## src/rtl/alu_seq_if.sv

```systemverilog
// Request/completion bus of the ALU issue/writeback sequencer.
// The requester drives the operation fields and holds them while req_ready is low.
// The sequencer answers with req_ready, a one-cycle done strobe and the written-back result.
interface alu_seq_if;
  logic       req_valid;
  logic       req_ready;
  logic [3:0] req_op;
  logic [1:0] req_ra;
  logic [1:0] req_rb;
  logic [1:0] req_rd;
  logic       done;
  logic [7:0] result;

  modport master (
    output req_valid, req_op, req_ra, req_rb, req_rd,
    input  req_ready, done, result
  );

  modport slave (
    input  req_valid, req_op, req_ra, req_rb, req_rd,
    output req_ready, done, result
  );
endinterface

```

## src/rtl/alu_seq.sv

```systemverilog
// alu_seq: issue/writeback sequencer placed in front of a two-stage registered 8-bit ALU.
// It reads operands from a 4 x 8-bit register file and issues them to the ALU.
// It waits out the ALU's two-register latency, then writes alu_o back to rf[rd].
// Optional feature macro ALU_SEQ_ILLEGAL_OP_EN: opcodes 0010-0111 are sequenced
// but never written back, and an extra err output pulses together with done.
module alu_seq (
  input  logic       ck,
  input  logic       rst,
  alu_seq_if.slave   req,
  output logic [7:0] alu_a,
  output logic [7:0] alu_b,
  output logic [3:0] alu_ctr,
  input  logic [7:0] alu_o,
  input  logic       ld_en,
  input  logic [1:0] ld_addr,
  input  logic [7:0] ld_data,
  input  logic [1:0] rd_addr,
  output logic [7:0] rd_data
`ifdef ALU_SEQ_ILLEGAL_OP_EN
  ,
  output logic       err
`endif
);

  typedef enum logic [1:0] {
    IDLE = 2'd0,
    LAT1 = 2'd1,
    LAT2 = 2'd2,
    WB   = 2'd3
  } state_t;

  state_t     state_q;
  state_t     state_d;
  logic       accept;
  logic       wb;
  logic       wr_en;
  logic       ready;
  logic       done_q;
  logic [7:0] result_q;
  logic [1:0] rd_q;
  logic [7:0] rf [4];

  // State register.
  // NOTE: sequential state uses non-blocking assignments so every register samples pre-edge values.
  always_ff @(posedge ck or posedge rst) begin
    if (rst) state_q <= IDLE;
    else     state_q <= state_d;
  end

  // Next-state and handshake decode: IDLE waits for a request, then three fixed latency steps.
  // NOTE: every output of this block is given a default first so no latch is inferred.
  always_comb begin
    state_d = state_q;
    ready   = 1'b0;
    accept  = 1'b0;
    wb      = 1'b0;
    case (state_q)
      IDLE: begin
        ready = 1'b1;
        if (req.req_valid) begin
          accept  = 1'b1;
          state_d = LAT1;
        end
      end
      LAT1:    state_d = LAT2;
      LAT2:    state_d = WB;
      WB: begin
        wb      = 1'b1;
        state_d = IDLE;
      end
      default: state_d = IDLE;
    endcase
  end

  // alu_ctr holds the in-flight opcode until the next accept, so it doubles as the opcode tag at WB.
`ifdef ALU_SEQ_ILLEGAL_OP_EN
  logic illegal_op;
  assign illegal_op = (alu_ctr inside {[4'h2:4'h7]});
  assign wr_en      = wb && !illegal_op;
`else
  assign wr_en      = wb;
`endif

  // Operand issue: capture source registers (pre-edge rf contents) and opcode on the accept edge.
  always_ff @(posedge ck or posedge rst) begin
    if (rst) begin
      alu_a   <= 8'h00;
      alu_b   <= 8'h00;
      alu_ctr <= 4'h0;
      rd_q    <= 2'd0;
    end else if (accept) begin
      alu_a   <= rf[req.req_ra];
      alu_b   <= rf[req.req_rb];
      alu_ctr <= req.req_op;
      rd_q    <= req.req_rd;
    end
  end

  // Register file: direct loads in any state, plus the ALU writeback.
  // When both target the same entry on one edge, the later writeback assignment wins.
  // NOTE: the register file is small and its reset contents are architecturally visible, so it is reset explicitly.
  always_ff @(posedge ck or posedge rst) begin
    if (rst) begin
      for (int i = 0; i < 4; i++) rf[i] <= 8'h00;
    end else begin
      if (ld_en) rf[ld_addr] <= ld_data;
      if (wr_en) rf[rd_q]    <= alu_o;
    end
  end

  // Completion: done pulses for one cycle after every WB edge; result tracks the last real writeback.
  always_ff @(posedge ck or posedge rst) begin
    if (rst) begin
      done_q   <= 1'b0;
      result_q <= 8'h00;
    end else begin
      done_q <= wb;
      if (wr_en) result_q <= alu_o;
    end
  end

`ifdef ALU_SEQ_ILLEGAL_OP_EN
  // Error strobe: pulses alongside done only for opcodes that were suppressed at WB.
  always_ff @(posedge ck or posedge rst) begin
    if (rst) err <= 1'b0;
    else     err <= wb && illegal_op;
  end
`endif

  assign req.req_ready = ready;
  assign req.done      = done_q;
  assign req.result    = result_q;
  assign rd_data       = rf[rd_addr];

endmodule

```

## src/flat_wrapper.sv

```systemverilog
// flat-port wrapper written by rule: the top's interface ports become plain ports
module alu_seq_flat 
  (ck, rst, alu_a, alu_b, alu_ctr, alu_o, ld_en, ld_addr, ld_data, rd_addr, rd_data, req_req_valid, req_req_op, req_req_ra, req_req_rb, req_req_rd, req_req_ready, req_done, req_result);
  alu_seq_if req_i ();
  input  logic ck;
  input  logic rst;
  output logic [7:0] alu_a;
  output logic [7:0] alu_b;
  output logic [3:0] alu_ctr;
  input  logic [7:0] alu_o;
  input  logic ld_en;
  input  logic [1:0] ld_addr;
  input  logic [7:0] ld_data;
  input  logic [1:0] rd_addr;
  output logic [7:0] rd_data;
  input wire logic [$bits(req_i.req_valid)-1:0] req_req_valid;
  input wire logic [$bits(req_i.req_op)-1:0] req_req_op;
  input wire logic [$bits(req_i.req_ra)-1:0] req_req_ra;
  input wire logic [$bits(req_i.req_rb)-1:0] req_req_rb;
  input wire logic [$bits(req_i.req_rd)-1:0] req_req_rd;
  output wire logic [$bits(req_i.req_ready)-1:0] req_req_ready;
  output wire logic [$bits(req_i.done)-1:0] req_done;
  output wire logic [$bits(req_i.result)-1:0] req_result;
  assign req_i.req_valid = req_req_valid;
  assign req_i.req_op = req_req_op;
  assign req_i.req_ra = req_req_ra;
  assign req_i.req_rb = req_req_rb;
  assign req_i.req_rd = req_req_rd;
  assign req_req_ready = req_i.req_ready;
  assign req_done = req_i.done;
  assign req_result = req_i.result;
  alu_seq u_core (.ck(ck), .rst(rst), .req(req_i), .alu_a(alu_a), .alu_b(alu_b), .alu_ctr(alu_ctr), .alu_o(alu_o), .ld_en(ld_en), .ld_addr(ld_addr), .ld_data(ld_data), .rd_addr(rd_addr), .rd_data(rd_data));
endmodule
```

## config.mk

```make
export PLATFORM = sky130hd
export DESIGN_NAME = alu_seq_flat
export DESIGN_NICKNAME = d
export VERILOG_FILES = /design/src/rtl/alu_seq_if.sv /design/src/rtl/alu_seq.sv /design/src/flat_wrapper.sv
export SDC_FILE = /design/constraint.sdc
export NUM_CORES = 1
export LEC_CHECK = 0
export BUFFER_PORTS_ARGS = -buffer_cell sky130_fd_sc_hd__buf_2
export CAP_MARGIN = 20
export CELL_PAD_IN_SITES_DETAIL_PLACEMENT = 0
export CELL_PAD_IN_SITES_GLOBAL_PLACEMENT = 1
export CORE_MARGIN = 4
export CORE_UTILIZATION = 40
export CTS_BUF_LIST = sky130_fd_sc_hd__clkbuf_8
export CTS_CLUSTER_SIZE = 28
export DETAILED_ROUTE_END_ITERATION = 12
export PLACE_DENSITY = 0.82
export SLEW_MARGIN = 20
export SYNTH_ARGS = -nofsm -noshare
export SYNTH_HDL_FRONTEND = slang
export SYNTH_SLANG_ARGS = --single-unit
```

## constraint.sdc

```tcl
create_clock -name ck -period 2 [get_ports ck]
set_input_delay 0.2 -clock ck [delete_from_list [all_inputs] [get_ports ck]]
set_output_delay 0.2 -clock ck [all_outputs]
set_load 0.02 [all_outputs]
```

==> results.yml, run 1 <==
status:
  status: "completed"
sta:
  clock-skew-final_ps: 8.432
  maxSlewHeadroom: 0.5972
  whs_ps: 98.08
  slew_violations: 0
  fin_ws_ps: 287.2
  fin_crit_ps: 1713
  setup_violations: 0
  finalHoldViolations: 0
  rsz0062_at_grt: "false"
  worstMarginPinSlew_ps: 602.4
  tns_ps: 0
  max_freq_mhz: 583.8
  fin_crit_sh: 0.8564
cells_and_area:
  syn_to_final_growth_pct: 17.38
  drive_above_1_share: 0.3039
  nFillCells: 761
  layout_commonest_cell: "buf_2"
  diodes: 0
  nets: 396
  final_cell_mix: "71 x buf_2, 65 x dfrtp_1, 64 x mux2i_1, 26 x nor2_1, 25 x a21oi_1"
  multiInputGateArea_sq_mm: 0.001612
  final_cell_count_no_fill: 467
  seqCellArea_sq_mm: 0.001627
grt:
  grt_usage: 0.1714
  antenna_found_initial: 0
  grt_pass1_vias: 2569
  grt_pass1_wl_um: 13430
  overflow: 0
  grt_max_degree: 42
floorplan:
  die_w_um: 99.78
  initial_core_util: 0.4101
  io_pins: 72
  core_area_sq_mm: 0.008217
  dieArea_sq_mm: 0.009956
  die_h_um: 99.78
  fp-row-count: 33
critical_path:
  crit_path_max_fanout: 16
  worstSetupPathType: "register to register"
  worst_ep_required_time_ps: 2190
  cp-end-kind: "register"
  crit_arrival_ps: 1900
  worst_setup_path_start_kind: "register"
placed_design:
  port_buffers: 71
  dp.cells: 452
  pre_cts_ws_ps: 303.9
  gp_congestion: 0.8284
  dp_hpwl_um: 6233
route:
  dr.pass1.iters: 4
  drtAntennaViolNets: 0
  wl_per_cell_um: 17.28
  routed_wl_um: 8068
  remaining_drc_errors: 0
  drt-initial-drc-count: 157
  vias: 2510
  avgViaCountPerCell: 5.375
clocking:
  clockBufferDepth: 2
  cts_root_buf: "clkbuf_8"
  cts-htree-levels: 3
  post_cts_buffers: 0
  cts_tree: "yes"
  insertion_delay_ps: 330
  path_clk_slew_ps: 70
  clkSinkCount: 65
  numCtsBuffers: 9
pwr:
  powerDensity_mw_per_mm2: 1543
  ir_drop_mv: 0.4010
  finalPower_mw: 6.104
  leakagePower_nw: 1.830
synthesis:
  mappedNetlistArea_sq_mm: 0.003369
  yosys_register_bits: 65
  avgSynthCellArea_sq_um: 11.50
  ys_types: 24
  yosysWarnings: 0
  synth_nets: 330
  ys_seq_area_frac: 0.4827
  synth_cells: 293
min_path:
  min_path_type: "input port to register"
flow_run:
  max_cap_violations: 0
## cell usage after synthesis (all sizes together)
master | instances | area share
a21oi | 25 | 0.037
and3 | 2 | 0.0037
and3b | 2 | 0.0052
buf | 19 | 0.032
clkbuf | 2 | 0.0022
dfrtp | 65 | 0.48
ha | 3 | 0.011
inv | 4 | 0.0045
mux2 | 14 | 0.047
mux2i | 64 | 0.19
mux4 | 8 | 0.053
nand2 | 25 | 0.029
nand3 | 2 | 0.0030
nand3b | 2 | 0.0045
nor2 | 26 | 0.029
nor3b | 1 | 0.0022
o21ai | 9 | 0.013
o221ai | 16 | 0.042
o31ai | 1 | 0.0022
or2 | 2 | 0.0037
or3b | 1 | 0.0026
## flip-flops by register name, indices dropped and copies added, names as in the netlist
register           count
u_core.alu_a           8
u_core.alu_b           8
u_core.alu_ctr         4
u_core.rd_q            2
u_core.req.done        1
u_core.req.result      8
u_core.rf             32
u_core.state_q         2
## stage by stage
| stage | area [sq um] | utilization |
|---|---|---|
| global placement | 3782 | 0.4603 |
| global route | 3955 | 0.4813 |
| finish | 3955 | 0.4813 |
| CTS | 3955 | 0.4813 |
| detailed placement | 3782 | 0.4603 |
| floorplan | 3369 | - |
## layout make-up
type,instances,area share
multi-input combinational,203,0.4075
inverter,4,0.003796
timing repair buffer,76,0.1031
tap,105,0.03322
sequential,65,0.4113
clock buffer,11,0.03828
clock inverter,3,0.002847
## critical path, cell delays in order (launching register included)
cell      delay, ps
dfrtp_1         380
ha_1            310
buf_4           210
nand3b_1        380
nor2_1          230
a21oi_1          60
## logic make-up (layout without fill, tap and decap cells)
family	after synthesis	in the layout	share of synthesized area
mux	86	86	0.2904
flops	65	65	0.4827
simple gates	63	63	0.08244
compound gates	51	51	0.09432
fa+ha+maj	3	3	0.01114
buf+inv	25	94	0.03899
## routing by layer
| layer | up-vias | share of wire | global-route usage |
|---|---|---|---|
| met5 | - | 0 | 0 |
| met4 | 0 | 0.017 | 0.06303 |
| met3 | 12 | 0.042 | 0.03127 |
| met2 | 69 | 0.48 | 0.2683 |
| met1 | 1234 | 0.47 | 0.2386 |
| li1 | 1195 | - | - |
## path summary, 6_finish.rpt
kind                                          startpoint                               end  slack (ps)  cells past startpoint
setup reg to reg           u_core.state_q[0]$_DFFE_PP0P_           u_core.rf[14]$_DFF_PP0_         290                      5
setup / recovery           u_core.state_q[0]$_DFFE_PP0P_           u_core.rf[14]$_DFF_PP0_         290                      5
hold / removal                             req_req_op[1]     u_core.alu_ctr[1]$_DFFE_PP0P_         100                      2
max in group asynchronous                            rst            u_core.rf[5]$_DFF_PP0_         930                      4
min in group asynchronous                            rst  u_core.req.result[1]$_DFFE_PP0P_         460                      3
hold reg to reg              u_core.alu_b[6]$_DFFE_PP0P_       u_core.alu_b[6]$_DFFE_PP0P_         490                      2
## where the power goes
part / total, mW / switching (mW) / internal [mW] / leakage (nW)
clock network: 0.947 / 0.456 / 0.491 / 0.0951
registers: 2.58 / 0.595 / 1.98 / 0.770
logic: 2.58 / 1.44 / 1.14 / 0.964
## timing repair
item	4_1_cts	5_1_grt
hold endpoints to repair	24	0
hold buffers	1	0
resized for setup	0	0
Note: power is estimated with default switching activity, not from simulation.
==> inputs of run 2 (changes only) <==
CAP_MARGIN = default   (was 20)
CTS_BUF_LIST = sky130_fd_sc_hd__clkbuf_4 sky130_fd_sc_hd__clkbuf_8   (was sky130_fd_sc_hd__clkbuf_8)
==> run 2 against run 1 <==
First-iteration DRC count shrank 1.3%. Setup slack gained 9.1 ps. Final area grew 0.28%. Final cell count is the same. Power grew 1.1%. Global-route usage grew 0.11 points. Register-to-register slack is essentially flat. Clock skew grew 1.5 ps. Clock power grew 7%. Sequential share of layout area shrank 0.12 points. Worst hold slack lost 4.0 ps. Critical path depth is the same.
==> results.yml, run 2 (synthesis gave the netlist of run 1 again) <==
sta:
  fin_crit_sh: 0.8518
  worstMarginPinSlew_ps: 601.3
  tns_ps: 0
  rsz0062_at_grt: "false"
  maxSlewHeadroom: 0.5979
  clock-skew-final_ps: 9.938
  finalHoldViolations: 0
  max_freq_mhz: 587.0
  fin_crit_ps: 1704
  slew_violations: 0
  setup_violations: 0
clocking:
  cts_tree: "yes"
  path_clk_slew_ps: 70
  cts_root_buf: "clkbuf_8"
  clockBufferDepth: 2
  insertion_delay_ps: 330
  numCtsBuffers: 9
  ctsResizeCount: 0
  post_cts_buffers: 0
  clkSinkCount: 65
  cts-htree-levels: 3
grt:
  grt_max_degree: 42
  antenna_found_initial: 0
  grt_pass1_vias: 2577
  overflow: 0
  grt_pass1_wl_um: 13440
  grt_usage: 0.1725
route:
  drtAntennaViolNets: 0
  dr.pass1.iters: 4
  avgViaCountPerCell: 5.379
  remaining_drc_errors: 0
  drt-initial-drc-count: 155
  routed_wl_um: 8122
  wl_per_cell_um: 17.39
  vias: 2512
min_path:
  hp-start: "req_req_op[1]"
  worstHoldEndpoint: "u_core.alu_ctr[1]$_DFFE_PP0P_"
  min_path_type: "input port to register"
  hold_depth: 2
floorplan:
  dieArea_sq_mm: 0.009956
  core_area_sq_mm: 0.008217
  fp-row-count: 33
  die_h_um: 99.78
  die_w_um: 99.78
  initial_core_util: 0.4101
  io_pins: 72
pwr:
  ir_drop_mv: 0.4667
  p_clk_frac: 0.164
  pwr-share-seq: 0.418
  switching_share: 0.4051
  powerDensity_mw_per_mm2: 1556
  p_int_mw: 3.672
  p_switching_mw: 2.500
  pwr-share-comb: 0.418
  leakagePower_nw: 1.827
critical_path:
  crit_arrival_ps: 1900
  rr_worst_depth: 5
  max_stage_delay_ps: 380
  worst_setup_path_start_kind: "register"
  reg2reg_from: "u_core.state_q[0]$_DFFE_PP0P_"
  crit_path_max_fanout: 16
  crit_chain: "ha_1 -> buf_4 -> nand3b_1 -> nor2_1 -> a21oi_1"
  r2r_slack_ps: 300
  worst_ep_required_time_ps: 2190
  r2r_end: "u_core.rf[14]$_DFF_PP0_"
  worstSetupPathType: "register to register"
  slowest_stage: "dfrtp_1"
  cp-end-kind: "register"
cells_and_area:
  multiInputGateArea_sq_mm: 0.001612
  layout_commonest_cell: "buf_2"
  seqCellArea_sq_mm: 0.001627
  final_cell_mix: "71 x buf_2, 65 x dfrtp_1, 64 x mux2i_1, 26 x nor2_1, 25 x a21oi_1"
  largest_reg_flops: 32
  drive_above_1_share: 0.3122
  diodes: 0
  final_cell_count_no_fill: 467
  nFillCells: 761
  top_register: "u_core.rf"
  syn_to_final_growth_pct: 17.71
  nets: 396
placed_design:
  dp.cells: 452
  port_buffers: 71
  dp_hpwl_um: 6233
  gp_congestion: 0.8284
status:
  status: "completed"
flow_run:
  max_cap_violations: 0
[run 2: cell count changes in the layout (fill, tap and decap cells not counted)]
cell,before,now
clkbuf_4,0,3
inv_1,6,3
[run 2: what timing repair did]
action,4_1_cts,5_1_grt
setup endpoints to repair,0,0
hold endpoints to repair,24,0
hold buffers,1,0
[run 2: cell type report]
class / instances / area share
Clock buffer: 14 / 0.04385
Inverter: 4 / 0.003785
Multi-Input combinational cell: 203 / 0.4063
Sequential cell: 65 / 0.4101
Tap cell: 105 / 0.03312
Timing Repair Buffer: 76 / 0.1028
[run 2: worst max-delay path, delay by kind of cell (launching register included)]
| kind | cells | cell delay [ps] |
|---|---|---|
| AOI/OAI and AO/OA | 1 | 60 |
| and+or+nand+nor | 2 | 610 |
| buffers and inverters | 1 | 210 |
| adders and majority gates | 1 | 300 |
| DFF | 1 | 380 |
[run 2: worst max-delay path by stage]
stage | from | to | slack (ps) | depth (start not counted)
6_report | u_core.state_q[0]$_DFFE_PP0P_ | u_core.rf[14]$_DFF_PP0_ | 300 | 5
4_1_cts | u_core.state_q[0]$_DFFE_PP0P_ | u_core.rf[14]$_DFF_PP0_ | 300 | 5
3_3_place_gp | u_core.state_q[0]$_DFFE_PP0P_ | u_core.rf[0]$_DFF_PP0_ | 380 | 4
2_1_floorplan | rst | u_core.alu_a[0]$_DFFE_PP0P_ | 170 | 1
5_1_grt | u_core.state_q[1]$_DFFE_PP0P_ | u_core.rf[9]$_DFF_PP0_ | 90 | 5
3_5_place_dp | u_core.state_q[0]$_DFFE_PP0P_ | u_core.rf[14]$_DFF_PP0_ | 300 | 5
[run 2: metrics by stage]
| stage | setup slack (ps) | instance area, sq um | util | hold WS, ps | total power [mW] |
|---|---|---|---|---|---|
| finish | 296.3 | 3966 | 0.4827 | 94.12 | 6.172 |
| global route | 86.61 | 3966 | 0.4827 | 86.99 | 6.618 |
| CTS | 296.6 | 3966 | 0.4827 | 80.70 | 6.213 |
| detailed placement | 303.9 | 3782 | 0.4603 | 277.9 | 5.183 |
| global placement | 380.2 | 3782 | 0.4603 | 273.7 | 5.067 |
| floorplan | 173.5 | 3369 | - | 295.6 | 4.301 |
[run 2: power by group through the flow]
stage,clock network [mW],logic (mW),registers [mW]
6_report,1.01,2.58,2.58
5_1_grt,1.10,2.84,2.68
4_1_cts,1.04,2.61,2.57
3_5_place_dp,0,2.60,2.58
3_3_place_gp,0,2.54,2.53
2_1_floorplan,0,1.55,2.75
[run 2: routing by layer]
layer / part of all wire / up-vias / global-route usage
met5: 0 / - / 0
met4: 0.012 / 0 / 0.05987
met3: 0.046 / 9 / 0.03753
met2: 0.47 / 70 / 0.2683
met1: 0.47 / 1239 / 0.2394
li1: - / 1194 / -
==> inputs of run 3 (changes only) <==
CORE_UTILIZATION = 30   (was 40)
CTS_CLUSTER_SIZE = 16   (was 28)
PLACE_DENSITY = 0.66   (was 0.82)
==> run 3 against run 2 <==
Core utilization down 11 points. Sequential share of layout area fell by 0.67 points. Power rose by 0.34%. Worst hold slack worse by 9.5 ps. Final cell count up 8.4%. Non-clock buffer count rose by 2. Clock skew decreased by 4.0 ps. Clock power hardly changed. Highest routed layer unchanged. Via count fell by 2.5%. Largest cell class unchanged. Die area is 30% higher.
==> results.yml, run 3 (synthesis gave the netlist of run 1 again) <==
cells_and_area:
  final_cell_mix: "71 x buf_2, 65 x dfrtp_1, 64 x mux2i_1, 26 x nor2_1, 25 x a21oi_1"
  largest_reg_flops: 32
  final_cell_area_sq_mm: 0.004033
  final_core_util: 0.3688
  top_register: "u_core.rf"
  diodes: 0
  syn_to_final_growth_pct: 19.68
  nets: 398
  final_cell_count_no_fill: 506
  nFillCells: 1116
  drive_above_1_share: 0.3197
  layout_commonest_cell: "buf_2"
placed_design:
  dp.cells: 489
  dp_hpwl_um: 6413
  placed_area_sq_mm: 0.003841
  pre_cts_ws_ps: 274.1
  gp_congestion: 0.8296
  port_buffers: 71
sta:
  clock-skew-final_ps: 5.959
  maxSlewHeadroom: 0.6309
  finalHoldViolations: 0
  fin_ws_ps: 259.9
  worstMarginPinSlew_ps: 551.9
  fin_crit_sh: 0.8701
  slew_violations: 0
  setup_violations: 0
  rsz0062_at_grt: "false"
  whs_ps: 84.65
  max_freq_mhz: 574.7
  fin_crit_ps: 1740
  tns_ps: 0
clocking:
  cts-htree-levels: 3
  path_clk_slew_ps: 70
  post_cts_buffers: 0
  clockBufferDepth: 2
  numCtsBuffers: 9
  insertion_delay_ps: 340
  cts_tree: "yes"
  clkSinkCount: 65
  cts_root_buf: "clkbuf_8"
pwr:
  leakagePower_nw: 1.844
  ir_drop_mv: 0.4051
  finalPower_mw: 6.193
  powerDensity_mw_per_mm2: 1536
critical_path:
  crit_chain: "ha_1 -> buf_4 -> nand3b_1 -> nor2_1 -> a21oi_1"
  max_stage_delay_ps: 400
  worstSetupPathType: "register to register"
  critical_path_buf_inv_count: 1
  r2r_end: "u_core.rf[9]$_DFF_PP0_"
  reg2reg_from: "u_core.state_q[0]$_DFFE_PP0P_"
  crit_arrival_ps: 1940
  worst_ep_required_time_ps: 2200
  r2r_slack_ps: 260
  worst_setup_path_start_kind: "register"
  startpoint: "u_core.state_q[0]$_DFFE_PP0P_"
  slowest_stage: "nand3b_1"
  path_delay_family: "simple AND/OR/NAND/NOR gates"
  rr_worst_depth: 5
  worst-path-stages: 5
  crit_path_end: "u_core.rf[9]$_DFF_PP0_"
  crit_path_max_fanout: 16
  cp-end-kind: "register"
route:
  remaining_drc_errors: 0
  routed_wl_um: 8441
  drt-initial-drc-count: 102
  dr.pass1.iters: 4
  dr_wl_met3_um: 253
  vias: 2448
  avgViaCountPerCell: 4.838
  top_layer: "met4"
  wl_met2_um: 3927
  drtAntennaViolNets: 0
  wl_met1_um: 4059
  wl_per_cell_um: 16.68
grt:
  grt_max_degree: 66
  grt_usage: 0.1353
  grt_pass1_wl_um: 13590
  grt_pass1_vias: 2493
  overflow: 0
  antenna_found_initial: 0
floorplan:
  core_area_sq_mm: 0.01094
  die_w_um: 114.0
  dieArea_sq_mm: 0.01299
  die_h_um: 114.0
  fp-row-count: 38
  initial_core_util: 0.3081
  io_pins: 72
min_path:
  hold_depth: 2
  min_path_type: "input port to register"
flow_run:
  max_cap_violations: 0
status:
  status: "completed"
run 3: cell count changes in the layout (fill, tap and decap cells not counted):
cell      previous run  this run
clkinv_2             0         3
buf_4                3         5
clkbuf_4             3         2
run 3: final cells by class:
cell class,instances,area (sq um),share of cell area
multi-input combinational,203,1612,0.3996
inverter,4,15.01,0.003723
sequential,65,1627,0.4034
clock buffer,13,166.4,0.04127
clock inverter,3,15.01,0.003723
tap,140,175.2,0.04344
timing repair buffer,78,422.9,0.1049
run 3: per-layer routing:
| layer | track usage | vias to the layer above |
|---|---|---|
| met5 | 0 | - |
| met1 | 0.1851 | 1187 |
| li1 | - | 1203 |
| met2 | 0.2084 | 45 |
| met4 | 0.06651 | 0 |
| met3 | 0.02175 | 13 |
run 3: how the worst min path moves through the flow:
stage | start | to
after floorplan | req_req_valid | u_core.state_q[1]$_DFFE_PP0P_
after global placement | rst | u_core.req.result[0]$_DFFE_PP0P_
after detailed placement | rst | u_core.req.result[1]$_DFFE_PP0P_
after CTS | req_req_op[2] | u_core.alu_ctr[2]$_DFFE_PP0P_
after global routing | req_req_op[0] | u_core.alu_ctr[0]$_DFFE_PP0P_
final | req_req_op[0] | u_core.alu_ctr[0]$_DFFE_PP0P_
run 3: worst register-to-register path, delay by kind of cell, from the launching register on:
| family | cells | cell delay [ps] |
|---|---|---|
| AOI/OAI and AO/OA | 1 | 70 |
| adders and majority gates | 1 | 300 |
| buffers and inverters | 1 | 220 |
| DFF | 1 | 380 |
| and+or+nand+nor | 2 | 640 |
run 3: report_power, final:
group / leakage [nW] / switching [mW] / internal [mW] / total (mW)
Clock: 0.100 / 0.488 / 0.539 / 1.03
Sequential: 0.770 / 0.582 / 1.98 / 2.56
Combinational: 0.974 / 1.44 / 1.16 / 2.60
run 3: timing repair:
item / 4_1_cts / 5_1_grt
hold endpoints to repair: 65 / 0
gates resized for setup: 0 / 0
hold buffers: 1 / 0
